===== src/rtl/dbi_pkg.sv =====
// dbi_pkg: shared types and constants for the DBI frame sequencer.
//   dbi_state_e  - sequencer FSM states (RST_WAIT only with DBI_RST_WAIT_EN)
//   DCX_CMD/DCX_DATA - D/CX flag values
//   PARAM_CNT_W  - width of the parameter-byte index
package dbi_pkg;

  localparam logic        DCX_CMD     = 1'b0;
  localparam logic        DCX_DATA    = 1'b1;
  localparam int unsigned PARAM_CNT_W = 2;

  typedef enum logic [3:0] {
    ST_IDLE,
    ST_SWRST,
`ifdef DBI_RST_WAIT_EN
    ST_RST_WAIT,
`endif
    ST_DISPON,
    ST_CASET,
    ST_CASET_P,
    ST_PASET,
    ST_PASET_P,
    ST_MADCTL,
    ST_MADCTL_P,
    ST_RAMWR,
    ST_PIXEL,
    ST_DONE
  } dbi_state_e;

endpackage


===== src/rtl/dbi_byte_out_stage.sv =====
// dbi_byte_out_stage: single registered valid/ready entry holding one byte + D/CX.
//   clk, rst_n        clock, async active-low reset
//   load_i            load data_i/dcx_i (only asserted while load_ok_o)
//   data_i, dcx_i     byte and D/CX flag to load
//   load_ok_o         combinational: entry empty or draining this cycle
//   tx_data_o, tx_dcx_o, tx_valid_o, tx_ready_i  registered PHY-side handshake
module dbi_byte_out_stage #(
  parameter int unsigned DATA_W = 8
) (
  input  logic              clk,
  input  logic              rst_n,
  input  logic              load_i,
  input  logic [DATA_W-1:0] data_i,
  input  logic              dcx_i,
  output logic              load_ok_o,
  output logic [DATA_W-1:0] tx_data_o,
  output logic              tx_dcx_o,
  output logic              tx_valid_o,
  input  logic              tx_ready_i
);

  logic              valid_q;
  logic [DATA_W-1:0] data_q;
  logic              dcx_q;

  assign load_ok_o = ~valid_q | tx_ready_i;

  // Data/dcx only change on load, so they stay put while stalled.
  always_ff @(posedge clk or negedge rst_n) begin
    if (!rst_n) begin
      valid_q <= 1'b0;
      data_q  <= '0;
      dcx_q   <= 1'b0;
    end else if (load_i) begin
      valid_q <= 1'b1;
      data_q  <= data_i;
      dcx_q   <= dcx_i;
    end else if (tx_ready_i) begin
      valid_q <= 1'b0;
    end
  end

  assign tx_valid_o = valid_q;
  assign tx_data_o  = data_q;
  assign tx_dcx_o   = dcx_q;

endmodule


===== src/rtl/dbi_frame_sequencer.sv =====
// dbi_frame_sequencer: emits one DBI frame update (init cmds, window, MADCTL,
// RAMWR, pixel stream) to the DBI TX PHY on each rising edge of dbi_tx_start_i.
//   dbi_tx_start_i              level start; rising edge starts a frame in IDLE
//   addr_*_i, cmd_*_i           opcodes / parameters, snapshotted at start
//   pix_data_i/valid_i/last_i   pixel source, pix_ready_o (comb, PIXEL only)
//   tx_data_o/dcx_o/valid_o     registered byte to PHY, tx_ready_i from PHY
//   busy_o                      sequencer not IDLE
//   frame_done_o                one-cycle pulse at frame end
// Build option: DBI_RST_WAIT_EN adds an RST_WAIT_CYC-cycle wait after SWRST.
module dbi_frame_sequencer
  import dbi_pkg::*;
#(
  parameter int unsigned DATA_W       = 8,
  parameter int unsigned RST_WAIT_CYC = 600000,
  parameter int unsigned RST_WAIT_W   = 20
) (
  input  logic              clk,
  input  logic              rst_n,
  input  logic              dbi_tx_start_i,
  input  logic [DATA_W-1:0] addr_soft_rst_i,
  input  logic [DATA_W-1:0] addr_disp_on_i,
  input  logic [DATA_W-1:0] addr_col_i,
  input  logic [DATA_W-1:0] addr_row_i,
  input  logic [DATA_W-1:0] addr_acs_ctrl_i,
  input  logic [DATA_W-1:0] addr_mem_wr_i,
  input  logic [DATA_W-1:0] cmd_s_col_h_i,
  input  logic [DATA_W-1:0] cmd_s_col_l_i,
  input  logic [DATA_W-1:0] cmd_e_col_h_i,
  input  logic [DATA_W-1:0] cmd_e_col_l_i,
  input  logic [DATA_W-1:0] cmd_s_row_h_i,
  input  logic [DATA_W-1:0] cmd_s_row_l_i,
  input  logic [DATA_W-1:0] cmd_e_row_h_i,
  input  logic [DATA_W-1:0] cmd_e_row_l_i,
  input  logic [DATA_W-1:0] cmd_acs_ctrl_i,
  input  logic [DATA_W-1:0] pix_data_i,
  input  logic              pix_valid_i,
  input  logic              pix_last_i,
  output logic              pix_ready_o,
  output logic [DATA_W-1:0] tx_data_o,
  output logic              tx_dcx_o,
  output logic              tx_valid_o,
  input  logic              tx_ready_i,
  output logic              busy_o,
  output logic              frame_done_o
);

  // Wait counter must be able to hold RST_WAIT_CYC.
  if ((64'(1) << RST_WAIT_W) <= 64'(RST_WAIT_CYC)) begin : g_wait_w_chk
    $error("RST_WAIT_W too small for RST_WAIT_CYC");
  end

  dbi_state_e               state_q, state_d;
  logic [PARAM_CNT_W-1:0]   idx_q, idx_d;
  logic                     init_done_q, init_done_d;
  logic                     start_q, busy_q, frame_done_q;
  logic                     start_pls, snap_c, load_c, load_ok, dcx_c, pix_ready_c;
  logic [DATA_W-1:0]        byte_c;

  logic [DATA_W-1:0] swrst_q, dispon_q, caset_q, paset_q, madctl_q, ramwr_q, acs_q;
  logic [DATA_W-1:0] col_q [4];
  logic [DATA_W-1:0] row_q [4];

`ifdef DBI_RST_WAIT_EN
  localparam logic [RST_WAIT_W-1:0] WAIT_LAST = RST_WAIT_W'(RST_WAIT_CYC - 1);
  logic [RST_WAIT_W-1:0] cnt_q, cnt_d;
`endif

  assign start_pls = dbi_tx_start_i & ~start_q;

  // Next-state, byte selection and handshake control.
  always_comb begin
    state_d     = state_q;
    idx_d       = idx_q;
    init_done_d = init_done_q;
    snap_c      = 1'b0;
    load_c      = 1'b0;
    byte_c      = '0;
    dcx_c       = DCX_CMD;
    pix_ready_c = 1'b0;
`ifdef DBI_RST_WAIT_EN
    cnt_d       = cnt_q;
`endif
    case (state_q)
      ST_IDLE: begin
        if (start_pls) begin
          snap_c  = 1'b1;
          idx_d   = '0;
          state_d = init_done_q ? ST_CASET : ST_SWRST;
        end
      end
      ST_SWRST: begin
        load_c = load_ok;
        byte_c = swrst_q;
        if (load_ok) begin
`ifdef DBI_RST_WAIT_EN
          cnt_d   = '0;
          state_d = ST_RST_WAIT;
`else
          state_d = ST_DISPON;
`endif
        end
      end
`ifdef DBI_RST_WAIT_EN
      // Counts only once the SWRST byte has left (or is leaving) the stage.
      ST_RST_WAIT: begin
        if (load_ok) begin
          if (cnt_q == WAIT_LAST) begin
            cnt_d   = '0;
            state_d = ST_DISPON;
          end else begin
            cnt_d = cnt_q + RST_WAIT_W'(1);
          end
        end
      end
`endif
      ST_DISPON: begin
        load_c = load_ok;
        byte_c = dispon_q;
        if (load_ok) begin
          init_done_d = 1'b1;
          state_d     = ST_CASET;
        end
      end
      ST_CASET: begin
        load_c = load_ok;
        byte_c = caset_q;
        if (load_ok) begin
          idx_d   = '0;
          state_d = ST_CASET_P;
        end
      end
      ST_CASET_P: begin
        load_c = load_ok;
        byte_c = col_q[idx_q];
        dcx_c  = DCX_DATA;
        if (load_ok) begin
          idx_d = idx_q + PARAM_CNT_W'(1);
          if (idx_q == '1) state_d = ST_PASET;
        end
      end
      ST_PASET: begin
        load_c = load_ok;
        byte_c = paset_q;
        if (load_ok) begin
          idx_d   = '0;
          state_d = ST_PASET_P;
        end
      end
      ST_PASET_P: begin
        load_c = load_ok;
        byte_c = row_q[idx_q];
        dcx_c  = DCX_DATA;
        if (load_ok) begin
          idx_d = idx_q + PARAM_CNT_W'(1);
          if (idx_q == '1) state_d = ST_MADCTL;
        end
      end
      ST_MADCTL: begin
        load_c = load_ok;
        byte_c = madctl_q;
        if (load_ok) state_d = ST_MADCTL_P;
      end
      ST_MADCTL_P: begin
        load_c = load_ok;
        byte_c = acs_q;
        dcx_c  = DCX_DATA;
        if (load_ok) state_d = ST_RAMWR;
      end
      ST_RAMWR: begin
        load_c = load_ok;
        byte_c = ramwr_q;
        if (load_ok) state_d = ST_PIXEL;
      end
      ST_PIXEL: begin
        pix_ready_c = load_ok;
        load_c      = load_ok & pix_valid_i;
        byte_c      = pix_data_i;
        dcx_c       = DCX_DATA;
        if (load_c && pix_last_i) state_d = ST_DONE;
      end
      ST_DONE:  state_d = ST_IDLE;
      default:  state_d = ST_IDLE;
    endcase
  end

  // State, control and status registers.
  always_ff @(posedge clk or negedge rst_n) begin
    if (!rst_n) begin
      state_q      <= ST_IDLE;
      idx_q        <= '0;
      init_done_q  <= 1'b0;
      start_q      <= 1'b0;
      busy_q       <= 1'b0;
      frame_done_q <= 1'b0;
    end else begin
      state_q      <= state_d;
      idx_q        <= idx_d;
      init_done_q  <= init_done_d;
      start_q      <= dbi_tx_start_i;
      busy_q       <= (state_d != ST_IDLE);
      frame_done_q <= (state_d == ST_DONE);
    end
  end

`ifdef DBI_RST_WAIT_EN
  // Post-SWRST wait counter.
  always_ff @(posedge clk or negedge rst_n) begin
    if (!rst_n) cnt_q <= '0;
    else        cnt_q <= cnt_d;
  end
`endif

  // Config shadow registers, captured on an accepted start.
  always_ff @(posedge clk or negedge rst_n) begin
    if (!rst_n) begin
      swrst_q  <= '0;
      dispon_q <= '0;
      caset_q  <= '0;
      paset_q  <= '0;
      madctl_q <= '0;
      ramwr_q  <= '0;
      acs_q    <= '0;
      for (int i = 0; i < 4; i++) begin
        col_q[i] <= '0;
        row_q[i] <= '0;
      end
    end else if (snap_c) begin
      swrst_q  <= addr_soft_rst_i;
      dispon_q <= addr_disp_on_i;
      caset_q  <= addr_col_i;
      paset_q  <= addr_row_i;
      madctl_q <= addr_acs_ctrl_i;
      ramwr_q  <= addr_mem_wr_i;
      acs_q    <= cmd_acs_ctrl_i;
      col_q[0] <= cmd_s_col_h_i;
      col_q[1] <= cmd_s_col_l_i;
      col_q[2] <= cmd_e_col_h_i;
      col_q[3] <= cmd_e_col_l_i;
      row_q[0] <= cmd_s_row_h_i;
      row_q[1] <= cmd_s_row_l_i;
      row_q[2] <= cmd_e_row_h_i;
      row_q[3] <= cmd_e_row_l_i;
    end
  end

  dbi_byte_out_stage #(.DATA_W(DATA_W)) u_out (
    .clk        (clk),
    .rst_n      (rst_n),
    .load_i     (load_c),
    .data_i     (byte_c),
    .dcx_i      (dcx_c),
    .load_ok_o  (load_ok),
    .tx_data_o  (tx_data_o),
    .tx_dcx_o   (tx_dcx_o),
    .tx_valid_o (tx_valid_o),
    .tx_ready_i (tx_ready_i)
  );

  assign pix_ready_o  = pix_ready_c;
  assign busy_o       = busy_q;
  assign frame_done_o = frame_done_q;

endmodule


===== config.mk =====
export PLATFORM = sky130hd
export DESIGN_NAME = dbi_frame_sequencer
export DESIGN_NICKNAME = d
export VERILOG_FILES = /design/src/rtl/dbi_pkg.sv /design/src/rtl/dbi_byte_out_stage.sv /design/src/rtl/dbi_frame_sequencer.sv
export SDC_FILE = /design/constraint.sdc
export NUM_CORES = 1
export LEC_CHECK = 0
export ABC_AREA = 1
export CAP_MARGIN = 20
export CORE_ASPECT_RATIO = 1.2
export CORE_UTILIZATION = 46
export DETAILED_ROUTE_END_ITERATION = 10
export PLACE_DENSITY = 0.84
export SLEW_MARGIN = 20
export SYNTH_ARGS = -nofsm -noshare
export SYNTH_HDL_FRONTEND = slang
export SYNTH_HIERARCHICAL = 1
export SYNTH_SLANG_ARGS = --single-unit

===== constraint.sdc =====
create_clock -name clk -period 1.7 [get_ports clk]
set_input_delay 0.34 -clock clk [delete_from_list [all_inputs] [get_ports clk]]
set_output_delay 0.34 -clock clk [all_outputs]
set_load 0.05 [all_outputs]

==> impl_metrics.py, run 1 <==
metrics = {
    "status": {
        "outcome": "finished, violations left",
        "violations": "setup timing",
    },
    "synthesis": {
        "post_synth_fa_ha_maj_area_fraction": 0.00183,
        "synth_simple_gate_area_frac": 0.392,
        "syn_area_per_cell_um2": 7.08,
        "asyncSetResetFlopFracSynth": 1.00,
        "synth_xor_xnor_area_share": 0,
        "synth_area_in_compound_gates": 0.0301,
        "post_synth_instance_area_um2": 6820,
        "ys_dominant_reg_cell": "sky130_fd_sc_hd__dfrtp_1",
        "synth_commonest_cells": "558 x sky130_fd_sc_hd__nand2_1, 140 x sky130_fd_sc_hd__dfrtp_1, 86 x sky130_fd_sc_hd__nor2_1, 47 x sky130_fd_sc_hd__inv_1, 41 x sky130_fd_sc_hd__o21ai_0",
        "number_of_synthesized_flops_with_an_enable_pin": 0,
        "dominant_combinational_cell_family_by_area_after_synthesis": "simple AND/OR/NAND/NOR gates",
        "count_of_cell_types_in_the_netlist": 17,
        "yosys.cell_count.top_type": "sky130_fd_sc_hd__nand2_1",
        "yosysTopAreaCellShare": 0.513,
        "synth_warnings": 6,
        "syn_inst_count": 964,
        "synth.top_cells.by_area": "sky130_fd_sc_hd__dfrtp_1 51%, sky130_fd_sc_hd__nand2_1 31%, sky130_fd_sc_hd__nor2_1 4.7%",
        "synth_largest_area_cell": "sky130_fd_sc_hd__dfrtp_1",
        "synthMuxAreaShare": 0,
        "post_synthesis_sequential_area_ratio": 0.513,
        "synthesis.nets": 1099,
        "synth-seq-cells": 140,
    },
    "routing": {
        "routed_wire_length_per_instance_um": 15.8,
        "route.antenna.remaining_nets": 0,
        "drtIter0Drc": 602,
        "drt_drc_violations_left": 0,
        "drt_wl_total_mm": 21.3,
        "drt_pass1_iterations": 6,
        "avgViaCountPerCell": 5.12,
        "detailroute.via_count": 6912,
    },
    "sta": {
        "skew_ns": 0.00667,
        "postLayoutSetupSlackWorst_ns": -0.0379,
        "final_hold_slack_ns": 0.381,
        "final_max_slew_viol_count": 0,
        "period_needed_ns": 1.74,
        "final-hold-violation-count": 0,
        "max_slew_margin": 0.724,
        "worstMarginPinSlew_ns": 0.413,
        "final-setup-viol-count": 17,
        "fmaxAchievable_mhz": 575,
        "min_period_over_period": 1.02,
        "setup_repair_after_global_routing_missed_its_margin": "yes",
    },
    "clock_network": {
        "clock_sinks": 140,
        "tritoncts_clock_tree": "built",
        "path_clk_slew_ns": 0.06,
        "cts_buffers": 17,
        "clock_latency_ns": 0.43,
        "cts_htree_levels": 4,
        "root_buffer_master": "sky130_fd_sc_hd__clkbuf_16",
        "largest_buffer_count_on_any_clock_path": 2,
    },
    "placed_design": {
        "place.gp.congestion": 0.838,
        "place_hpwl_mm": 13.5,
        "numPortBuffers": 146,
    },
    "finish": {
        "layout-area-overhead-vs-synth_pct": 45.9,
        "post_route_cells_drive_above_1_share": 0.141,
        "ff_latch_area_um2": 3510,
        "nNetsFinal": 1296,
        "fillerInstances": 1099,
        "antenna_cells_inserted": 0,
        "final_util": 0.691,
        "multiInputGateArea_um2": 3060,
    },
    "die": {
        "core_region_area_um2": 14400,
        "die_area_um2": 15300,
        "start_util": 0.473,
        "die_w_um": 113,
        "die_h_um": 135,
        "boundaryPins": 147,
        "row_count": 48,
    },
    "global_route": {
        "track_usage": 0.270,
        "grt_antenna_before_repair": 0,
        "first_pass_grt_wire_length_mm": 31.7,
        "number_of_global_route_vias_before_repair": 6540,
        "grt_max_degree": 55,
        "global_route.overflow_total": 0,
    },
    "setup_path": {
        "worst_ep_arrival_time_ns": 2.04,
        "cp_data_required_time_ns": 2.00,
        "path_class": "reg2reg",
        "worstPathMaxFanout": 21,
        "cp-start-kind": "flip-flop",
        "cp-end-kind": "flip-flop",
    },
    "power": {
        "leakage_nw": 5.26,
        "p_per_area_nw_per_um2": 1710,
        "vdd_drop_max_mv": 0.836,
    },
    "run": {
        "maxCapViolCount": 0,
    },
    "hold_path": {
        "timing.hold.worst.class": "in2async",
    },
}
[sequential cells by signal, summed over array words and instances, names as in the netlist, 2 cells and up]
name / count
col_q: 32
row_q: 32
acs_q: 8
caset_q: 8
dispon_q: 8
madctl_q: 8
paset_q: 8
ramwr_q: 8
swrst_q: 8
u_out/tx_data_o: 8
state_q: 4
idx_q: 2
[placed cells by master (no fill, tap or decap), types with 7 or more instances in the layout]
cell type | synthesis | final
sky130_fd_sc_hd__nand2_1 | 558 | 541
sky130_fd_sc_hd__buf_6 | 2 | 9
sky130_fd_sc_hd__o21ai_0 | 41 | 41
sky130_fd_sc_hd__inv_1 | 47 | 46
sky130_fd_sc_hd__clkdlybuf4s50_1 | 0 | 132
sky130_fd_sc_hd__dfrtp_1 | 140 | 137
sky130_fd_sc_hd__nand2_2 | 0 | 11
sky130_fd_sc_hd__nor2_2 | 8 | 13
sky130_fd_sc_hd__buf_12 | 0 | 14
sky130_fd_sc_hd__buf_4 | 12 | 54
sky130_fd_sc_hd__nor2_1 | 86 | 76
sky130_fd_sc_hd__clkbuf_16 | 0 | 22
sky130_fd_sc_hd__nand3_1 | 29 | 28
sky130_fd_sc_hd__nor2_4 | 1 | 7
[path summary, 6_finish.rpt]
kind / start / to / slack, ns / cells after the start
min in group clk: dbi_tx_start_i / start_q / 0.40 / 1
setup / recovery: state_q[2] / paset_q[6] / -0.04 / 9
hold reg to reg: col_q[7] / col_q[7] / 0.46 / 2
max in group asynchronous: rst_n / acs_q[1] / 0.73 / 3
hold / removal: rst_n / row_q[28] / 0.38 / 2
setup reg to reg: state_q[2] / paset_q[6] / -0.04 / 9
[per-layer routing]
| layer | routed length (µm) | global-route usage | share of wire | vias to the layer above |
|---|---|---|---|---|
| li1 | - | - | - | 3323 |
| met1 | 8280 | 0.330 | 0.39 | 3214 |
| met2 | 10700 | 0.463 | 0.51 | 310 |
| met3 | 1400 | 0.0456 | 0.066 | 65 |
| met4 | 828 | 0.136 | 0.039 | 0 |
| met5 | 0 | 0 | 0 | - |
[worst max-delay path: stages (launching register included)]
cell and delay [ns]:
sky130_fd_sc_hd__dfrtp_1 0.40, sky130_fd_sc_hd__buf_4 0.16, sky130_fd_sc_hd__buf_4 0.15, sky130_fd_sc_hd__nor2_4 0.13, sky130_fd_sc_hd__buf_6 0.17, sky130_fd_sc_hd__nand3b_4 0.13
sky130_fd_sc_hd__buf_6 0.16, sky130_fd_sc_hd__buf_16 0.15, sky130_fd_sc_hd__nand2_1 0.07, sky130_fd_sc_hd__nand2_1 0.08
[kinds of logic after synthesis]
logic type | Yosys count
adder cells (fa/ha/maj) | 1
flip-flops | 140
buffers and inverters | 93
AND/OR/NAND/NOR | 689
AO/OA/AOI/OAI | 41
[where the power goes]
part           switching, mW  internal [mW]  leakage (nW)
clock                   1.41           2.45         0.309
combinational           4.48           2.97          3.20
sequential             0.856           4.82          1.75
[per-stage QoR]
stage                     TNS [ns]  setup WS (ns)  instances  area (µm²)  total power, mW
after floorplan                  0         0.0410        964        6840             9.26
after global placement           0        0.00702       1292        8780             11.8
after detailed placement   -0.0828        -0.0294       1292        8780             12.0
after CTS                  -0.0235        -0.0235       1335        9600             16.2
after global routing         -3.59         -0.100       1349        9950             18.0
final                       -0.236        -0.0379       1349        9950             17.0
[final cells by class]
type                            count  share of cell area
Timing Repair Buffer              219               0.236
Clock inverter                     11              0.0141
Tap cell                          175              0.0220
Inverter                           51              0.0197
Multi-Input combinational cell    732               0.308
Sequential cell                   140               0.352
Clock buffer                       21              0.0483
[repair_timing]
item / in CTS / in global routing
pin swaps: 2 / 8
endpoints found under the hold margin: 35 / 0
cloned: 2 / 9
hold buffers: 1 / 0
endpoints found under the setup margin: 2 / 126
gates resized for setup: 19 / 39
buffers inserted: 10 / 5
Power figures use the tool's default switching activity.
==> run 2: changes to the inputs <==
SETUP_SLACK_MARGIN = 0.05   (was not set)
SLEW_MARGIN = 40   (was 20)
SYNTH_HIERARCHICAL = not set   (was 1)
==> impl_metrics.py, run 2 <==
metrics = {
    "status": {
        "outcome": "finished, violations left",
        "violations": "setup timing",
    },
    "setup_path": {
        "worstPathMaxFanout": 2,
        "critical_path.slowest_cell": "sky130_fd_sc_hd__dfrtp_1",
        "cp-end-kind": "output port",
        "worst_ep_arrival_time_ns": 1.46,
        "path_class": "reg2out",
        "critical_path.max_stage_delay_ns": 0.40,
        "cp_data_required_time_ns": 1.36,
        "most_used_cell_along_the_critical_path": "sky130_fd_sc_hd__nor2_4",
        "cp_cell_sequence": "buf_6 > inv_4 > nand2_4 > nor2_4 > inv_2 > nor2_4 > buf_12",
        "cp-start-kind": "flip-flop",
    },
    "finish": {
        "mostFrequentLayoutCells": "391 x sky130_fd_sc_hd__nand2_1, 138 x sky130_fd_sc_hd__dfrtp_1, 132 x sky130_fd_sc_hd__clkdlybuf4s50_1, 101 x sky130_fd_sc_hd__nand3_1, 75 x sky130_fd_sc_hd__inv_1",
        "post_route_cells_drive_above_1_share": 0.155,
        "nNetsFinal": 1247,
        "largestRegisters": "col_q: 32 flops, row_q: 32 flops",
        "layout.cells.most_common": "sky130_fd_sc_hd__nand2_1",
        "final_util": 0.705,
        "layout-area-overhead-vs-synth_pct": 48.5,
        "antenna_cells_inserted": 0,
        "stdcell_area_um2": 10200,
    },
    "power": {
        "vdd_drop_max_mv": 0.939,
        "power.total_mw": 17.1,
        "leakage_nw": 5.12,
        "p_per_area_nw_per_um2": 1670,
    },
    "synthesis": {
        "post_synth_instance_area_um2": 6870,
        "syn_inst_count": 920,
        "asyncSetResetFlopFracSynth": 1.00,
        "synth_warnings": 0,
        "synth.top_cells.by_area": "sky130_fd_sc_hd__dfrtp_1 51%, sky130_fd_sc_hd__nand2_1 23%, sky130_fd_sc_hd__nand3_1 7.4%",
        "number_of_synthesized_flops_with_an_enable_pin": 0,
        "synth_largest_area_cell": "sky130_fd_sc_hd__dfrtp_1",
        "count_of_cell_types_in_the_netlist": 26,
        "synthesis.nets": 1055,
        "syn_area_per_cell_um2": 7.47,
        "yosysTopAreaCellShare": 0.510,
        "yosys.cell_count.top_type": "sky130_fd_sc_hd__nand2_1",
        "post_synthesis_sequential_area_ratio": 0.510,
        "ys_dominant_reg_cell": "sky130_fd_sc_hd__dfrtp_1",
        "synth-seq-cells": 140,
        "synth_commonest_cells": "418 x sky130_fd_sc_hd__nand2_1, 140 x sky130_fd_sc_hd__dfrtp_1, 102 x sky130_fd_sc_hd__nand3_1, 76 x sky130_fd_sc_hd__inv_1, 64 x sky130_fd_sc_hd__o21ai_0",
    },
    "run": {
        "maxCapViolCount": 0,
    },
    "routing": {
        "route.antenna.remaining_nets": 0,
        "drtIter0Drc": 801,
        "avgViaCountPerCell": 5.17,
        "drt_drc_violations_left": 0,
        "detailroute.via_count": 6846,
        "routed_wire_length_per_instance_um": 16.4,
        "drt_wl_total_mm": 21.8,
        "drt_pass1_iterations": 8,
    },
    "clock_network": {
        "cts_buffers": 17,
        "cts_htree_levels": 4,
        "largest_buffer_count_on_any_clock_path": 2,
        "clock_latency_ns": 0.43,
        "tritoncts_clock_tree": "built",
        "path_clk_slew_ns": 0.06,
        "root_buffer_master": "sky130_fd_sc_hd__clkbuf_16",
        "clock_sinks": 140,
    },
    "die": {
        "start_util": 0.474,
        "die_h_um": 136,
        "die_w_um": 114,
        "row_count": 48,
        "core_region_area_um2": 14500,
        "boundaryPins": 147,
        "die_area_um2": 15400,
    },
    "sta": {
        "setup_repair_after_global_routing_missed_its_margin": "yes",
        "fmaxAchievable_mhz": 556,
        "min_period_over_period": 1.06,
        "final-hold-violation-count": 0,
        "period_needed_ns": 1.80,
        "worstMarginPinSlew_ns": 0.581,
        "skew_ns": 0.00605,
        "postLayoutSetupSlackWorst_ns": -0.0982,
        "max_slew_margin": 0.612,
        "final_max_slew_viol_count": 0,
        "final-setup-viol-count": 12,
    },
    "global_route": {
        "number_of_global_route_vias_before_repair": 6438,
        "first_pass_grt_wire_length_mm": 30.4,
        "track_usage": 0.260,
        "grt_antenna_before_repair": 0,
        "global_route.overflow_total": 0,
        "grt_max_degree": 57,
    },
    "placed_design": {
        "place_hpwl_mm": 13.3,
        "numPortBuffers": 146,
        "place.gp.congestion": 0.860,
        "placed_area_um2": 8770,
    },
    "hold_path": {
        "timing.hold.worst.class": "in2async",
    },
}
## run 2: cell families (layout without fill, tap and decap cells)
group | count (synthesis) | in the layout | synth area share
adders and majority gates | 1 | 1 | 0.00182
AOI/OAI and AO/OA | 86 | 86 | 0.0667
and+or+nand+nor | 564 | 565 | 0.335
buffers and inverters | 129 | 333 | 0.0864
DFF | 140 | 140 | 0.510
## run 2: final timing paths
kind                                 from          end  slack (ns)  cells past startpoint
setup reg to reg               state_q[2]     col_q[4]       -0.03                     10
max in group asynchronous           rst_n   caset_q[7]        0.72                      3
min in group clk           dbi_tx_start_i      start_q        0.38                      1
hold / removal                      rst_n     row_q[9]        0.37                      2
setup / recovery               state_q[2]  pix_ready_o        -0.1                      7
hold reg to reg                swrst_q[5]   swrst_q[5]        0.47                      2
## run 2: layer usage
layer / routed length [µm] / GRT usage
met1: 8490 / 0.313
met2: 10900 / 0.433
met3: 1540 / 0.0673
met4: 817 / 0.129
met5: 0 / 0
## run 2: what timing repair did
action                                 CTS  global route
hold buffers                             1             0
buffers inserted                         5             3
setup endpoints to repair                8           132
resized for setup                       23            98
gates cloned                             0            24
pin swaps                                3            22
endpoints found under the hold margin   29             0
## run 2: report_power, final
group | internal [mW] | switching [mW]
clock | 2.34 | 1.37
sequential | 4.87 | 0.718
combinational | 3.14 | 4.63
total | 10.4 | 6.71
## run 2: area by class of cell
class	count	area, µm²
clock buffer	25	505
clock inverter	7	85.1
fill	1015	4270
inverter	79	299
multi-input combinational	652	2910
sequential	140	3510
tap	200	250
timing repair buffer	222	2640
## run 2: stage by stage
stage	hold slack (ns)	cells	worst slack, ns	TNS, ns
6_report	0.370	1325	-0.0982	-0.256
3_5_place_dp	0.256	1260	-0.0505	-1.02
5_1_grt	0.375	1325	-0.183	-5.37
4_1_cts	0.366	1298	-0.160	-0.160
3_3_place_gp	0.258	1260	0.00640	0
2_1_floorplan	0.0444	920	0.0696	0
## run 2: worst max-delay path, delay by kind of cell (launching register included)
| family | cells | cell delay [ns] |
|---|---|---|
| simple gates | 3 | 0.25 |
| buf+inv | 4 | 0.38 |
| flops | 1 | 0.40 |
==> run 3: changes to the inputs <==
CORE_UTILIZATION = 55   (was 46)
PLACE_DENSITY = 0.93   (was 0.84)
clock period = 2.3 ns   (was 1.7 ns; I/O delays follow)
==> impl_metrics.py, run 3 (synthesis results as in run 2) <==
metrics = {
    "status": {
        "outcome": "finished, violations left",
        "violations": "hold timing",
    },
    "setup_path": {
        "worstRegToRegCells": 6,
        "worst-path-stages": 6,
        "r2r_slack_ns": 0.41,
        "crit-reg2reg-launch": "state_q[1]",
        "cp-end-kind": "output port",
        "timing.critical_path.to": "pix_ready_o",
        "critical_path.max_stage_delay_ns": 0.46,
        "cp_cell_sequence": "inv_2 > nand2_1 > nor2_4 > inv_1 > nor2_2 > buf_12",
        "cp_data_required_time_ns": 1.84,
        "startpoint": "state_q[0]",
        "critical_path.slowest_cell": "sky130_fd_sc_hd__dfrtp_1",
        "worstReg2RegEnd": "col_q[23]",
        "worstPathMaxFanout": 5,
        "path_class": "reg2out",
        "path_buf_inv": 3,
        "worst_path_dominant_cell_family": "flip-flops",
        "worst_ep_arrival_time_ns": 1.67,
        "cp-start-kind": "flip-flop",
    },
    "routing": {
        "drt_pass1_iterations": 7,
        "routed-wl-met2_mm": 9.37,
        "met1_length_mm": 7.40,
        "routed_wire_length_per_instance_um": 15.5,
        "drt_drc_violations_left": 0,
        "avgViaCountPerCell": 5.36,
        "wl_met3_mm": 1.54,
        "routed.top_layer": "met4",
        "route.antenna.remaining_nets": 0,
        "detailroute.via_count": 6606,
        "drt_wl_total_mm": 19.1,
        "drtIter0Drc": 572,
    },
    "sta": {
        "setup_repair_after_global_routing_missed_its_margin": "no",
        "max_slew_margin": 0.587,
        "fmaxAchievable_mhz": 470,
        "period_needed_ns": 2.13,
        "final_max_slew_viol_count": 0,
        "final_hold_slack_ns": -0.0200,
        "skew_ns": 0.00917,
        "final-setup-viol-count": 0,
        "min_period_over_period": 0.924,
        "final-hold-violation-count": 11,
        "setup_total_negative_slack_ns": 0,
        "worstMarginPinSlew_ns": 0.619,
    },
    "power": {
        "clock_power_share": 0.248,
        "power_frac_comb": 0.395,
        "cellInternalPower_mw": 7.09,
        "p_switching_mw": 4.68,
        "sw_frac_of_total": 0.398,
        "p_per_area_nw_per_um2": 1280,
        "seq_power_share": 0.357,
        "vdd_drop_max_mv": 0.653,
        "leakage_nw": 4.62,
    },
    "clock_network": {
        "tritoncts_clock_tree": "built",
        "cts_htree_levels": 4,
        "path_clk_slew_ns": 0.06,
        "largest_buffer_count_on_any_clock_path": 2,
        "post-cts-setup-buffers": 0,
        "root_buffer_master": "sky130_fd_sc_hd__clkbuf_16",
        "clock_sinks": 140,
        "cts_buffers": 17,
        "clock_latency_ns": 0.42,
    },
    "die": {
        "die_w_um": 104,
        "row_count": 44,
        "die_area_um2": 12900,
        "die_h_um": 124,
        "start_util": 0.567,
        "core_region_area_um2": 12100,
        "boundaryPins": 147,
    },
    "finish": {
        "post_route_cells_drive_above_1_share": 0.0700,
        "layout.cells.most_common": "sky130_fd_sc_hd__nand2_1",
        "largestRegisters": "col_q: 32 flops, row_q: 32 flops",
        "mostFrequentLayoutCells": "418 x sky130_fd_sc_hd__nand2_1, 144 x sky130_fd_sc_hd__clkdlybuf4s50_1, 138 x sky130_fd_sc_hd__dfrtp_1, 102 x sky130_fd_sc_hd__nand3_1, 76 x sky130_fd_sc_hd__inv_1",
        "nNetsFinal": 1194,
        "layout-area-overhead-vs-synth_pct": 33.6,
        "antenna_cells_inserted": 0,
    },
    "run": {
        "maxCapViolCount": 0,
    },
    "global_route": {
        "grt_max_degree": 57,
        "number_of_global_route_vias_before_repair": 6441,
        "track_usage": 0.310,
        "global_route.overflow_total": 0,
        "grt_antenna_before_repair": 0,
        "first_pass_grt_wire_length_mm": 31.2,
    },
    "placed_design": {
        "place_hpwl_mm": 12.7,
        "numPortBuffers": 146,
        "place.gp.congestion": 0.868,
    },
    "hold_path": {
        "timing.hold.worst.class": "in2async",
    },
}
[run 3: cell count changes in the layout (fill, tap and decap cells not counted), sizes merged, moves of 4 or more]
| cell | delta |
|---|---|
| buf | -45 |
| clkdlybuf4s50 | +12 |
| clkinvlp | +4 |
| clkbuf | -24 |
[run 3: worst min-delay path by stage]
stage                     start  cells after the start        to  slack, ns
after floorplan           rst_n                      0  acs_q[0]       0.16
after global placement    rst_n                      1  row_q[4]       0.44
after detailed placement  rst_n                      1  row_q[5]       0.44
after CTS                 rst_n                      1  row_q[5]      0.003
after global routing      rst_n                      1  row_q[9]       0.02
final                     rst_n                      1  row_q[9]      -0.02
[run 3: routing by layer]
layer,vias to the layer above,global-route usage
met5,-,0
met4,0,0.154
met3,59,0.0649
met2,363,0.521
met1,3055,0.380
li1,3129,-
[run 3: stage by stage]
| stage | setup slack [ns] | cells | power [mW] | util | cell area, µm² |
|---|---|---|---|---|---|
| finish | 0.174 | 1233 | 11.8 | 0.757 | 9170 |
| global placement | 0.374 | 1201 | 8.46 | 0.704 | 8530 |
| floorplan | 0.342 | 920 | 7.19 | - | 6870 |
| CTS | 0.0543 | 1233 | 11.7 | 0.757 | 9160 |
| detailed placement | 0.314 | 1201 | 8.67 | 0.704 | 8530 |
| global route | 0.0778 | 1233 | 12.5 | 0.757 | 9170 |
[run 3: layout make-up]
| type | instances | area (µm²) |
|---|---|---|
| multi-input cells | 651 | 2780 |
| inverters | 79 | 297 |
| repair buffers | 170 | 1750 |
| clock buffers | 19 | 443 |
| fillers | 814 | 2940 |
| well taps | 161 | 201 |
| clock inverters | 13 | 190 |
| flip-flops and latches | 140 | 3510 |
[run 3: power groups by stage]
stage | Clock, mW | Sequential (mW) | Combinational, mW
after CTS | 2.93 | 4.18 | 4.60
after global placement | 0 | 4.15 | 4.31
after global routing | 3.06 | 4.29 | 5.16
after detailed placement | 0 | 4.19 | 4.48
after floorplan | 0 | 4.22 | 2.96
final | 2.92 | 4.20 | 4.64
[run 3: what timing repair did]
action	CTS	global route
hold buffers	0	0
gates resized for setup	0	4
endpoints found under the setup margin	0	1
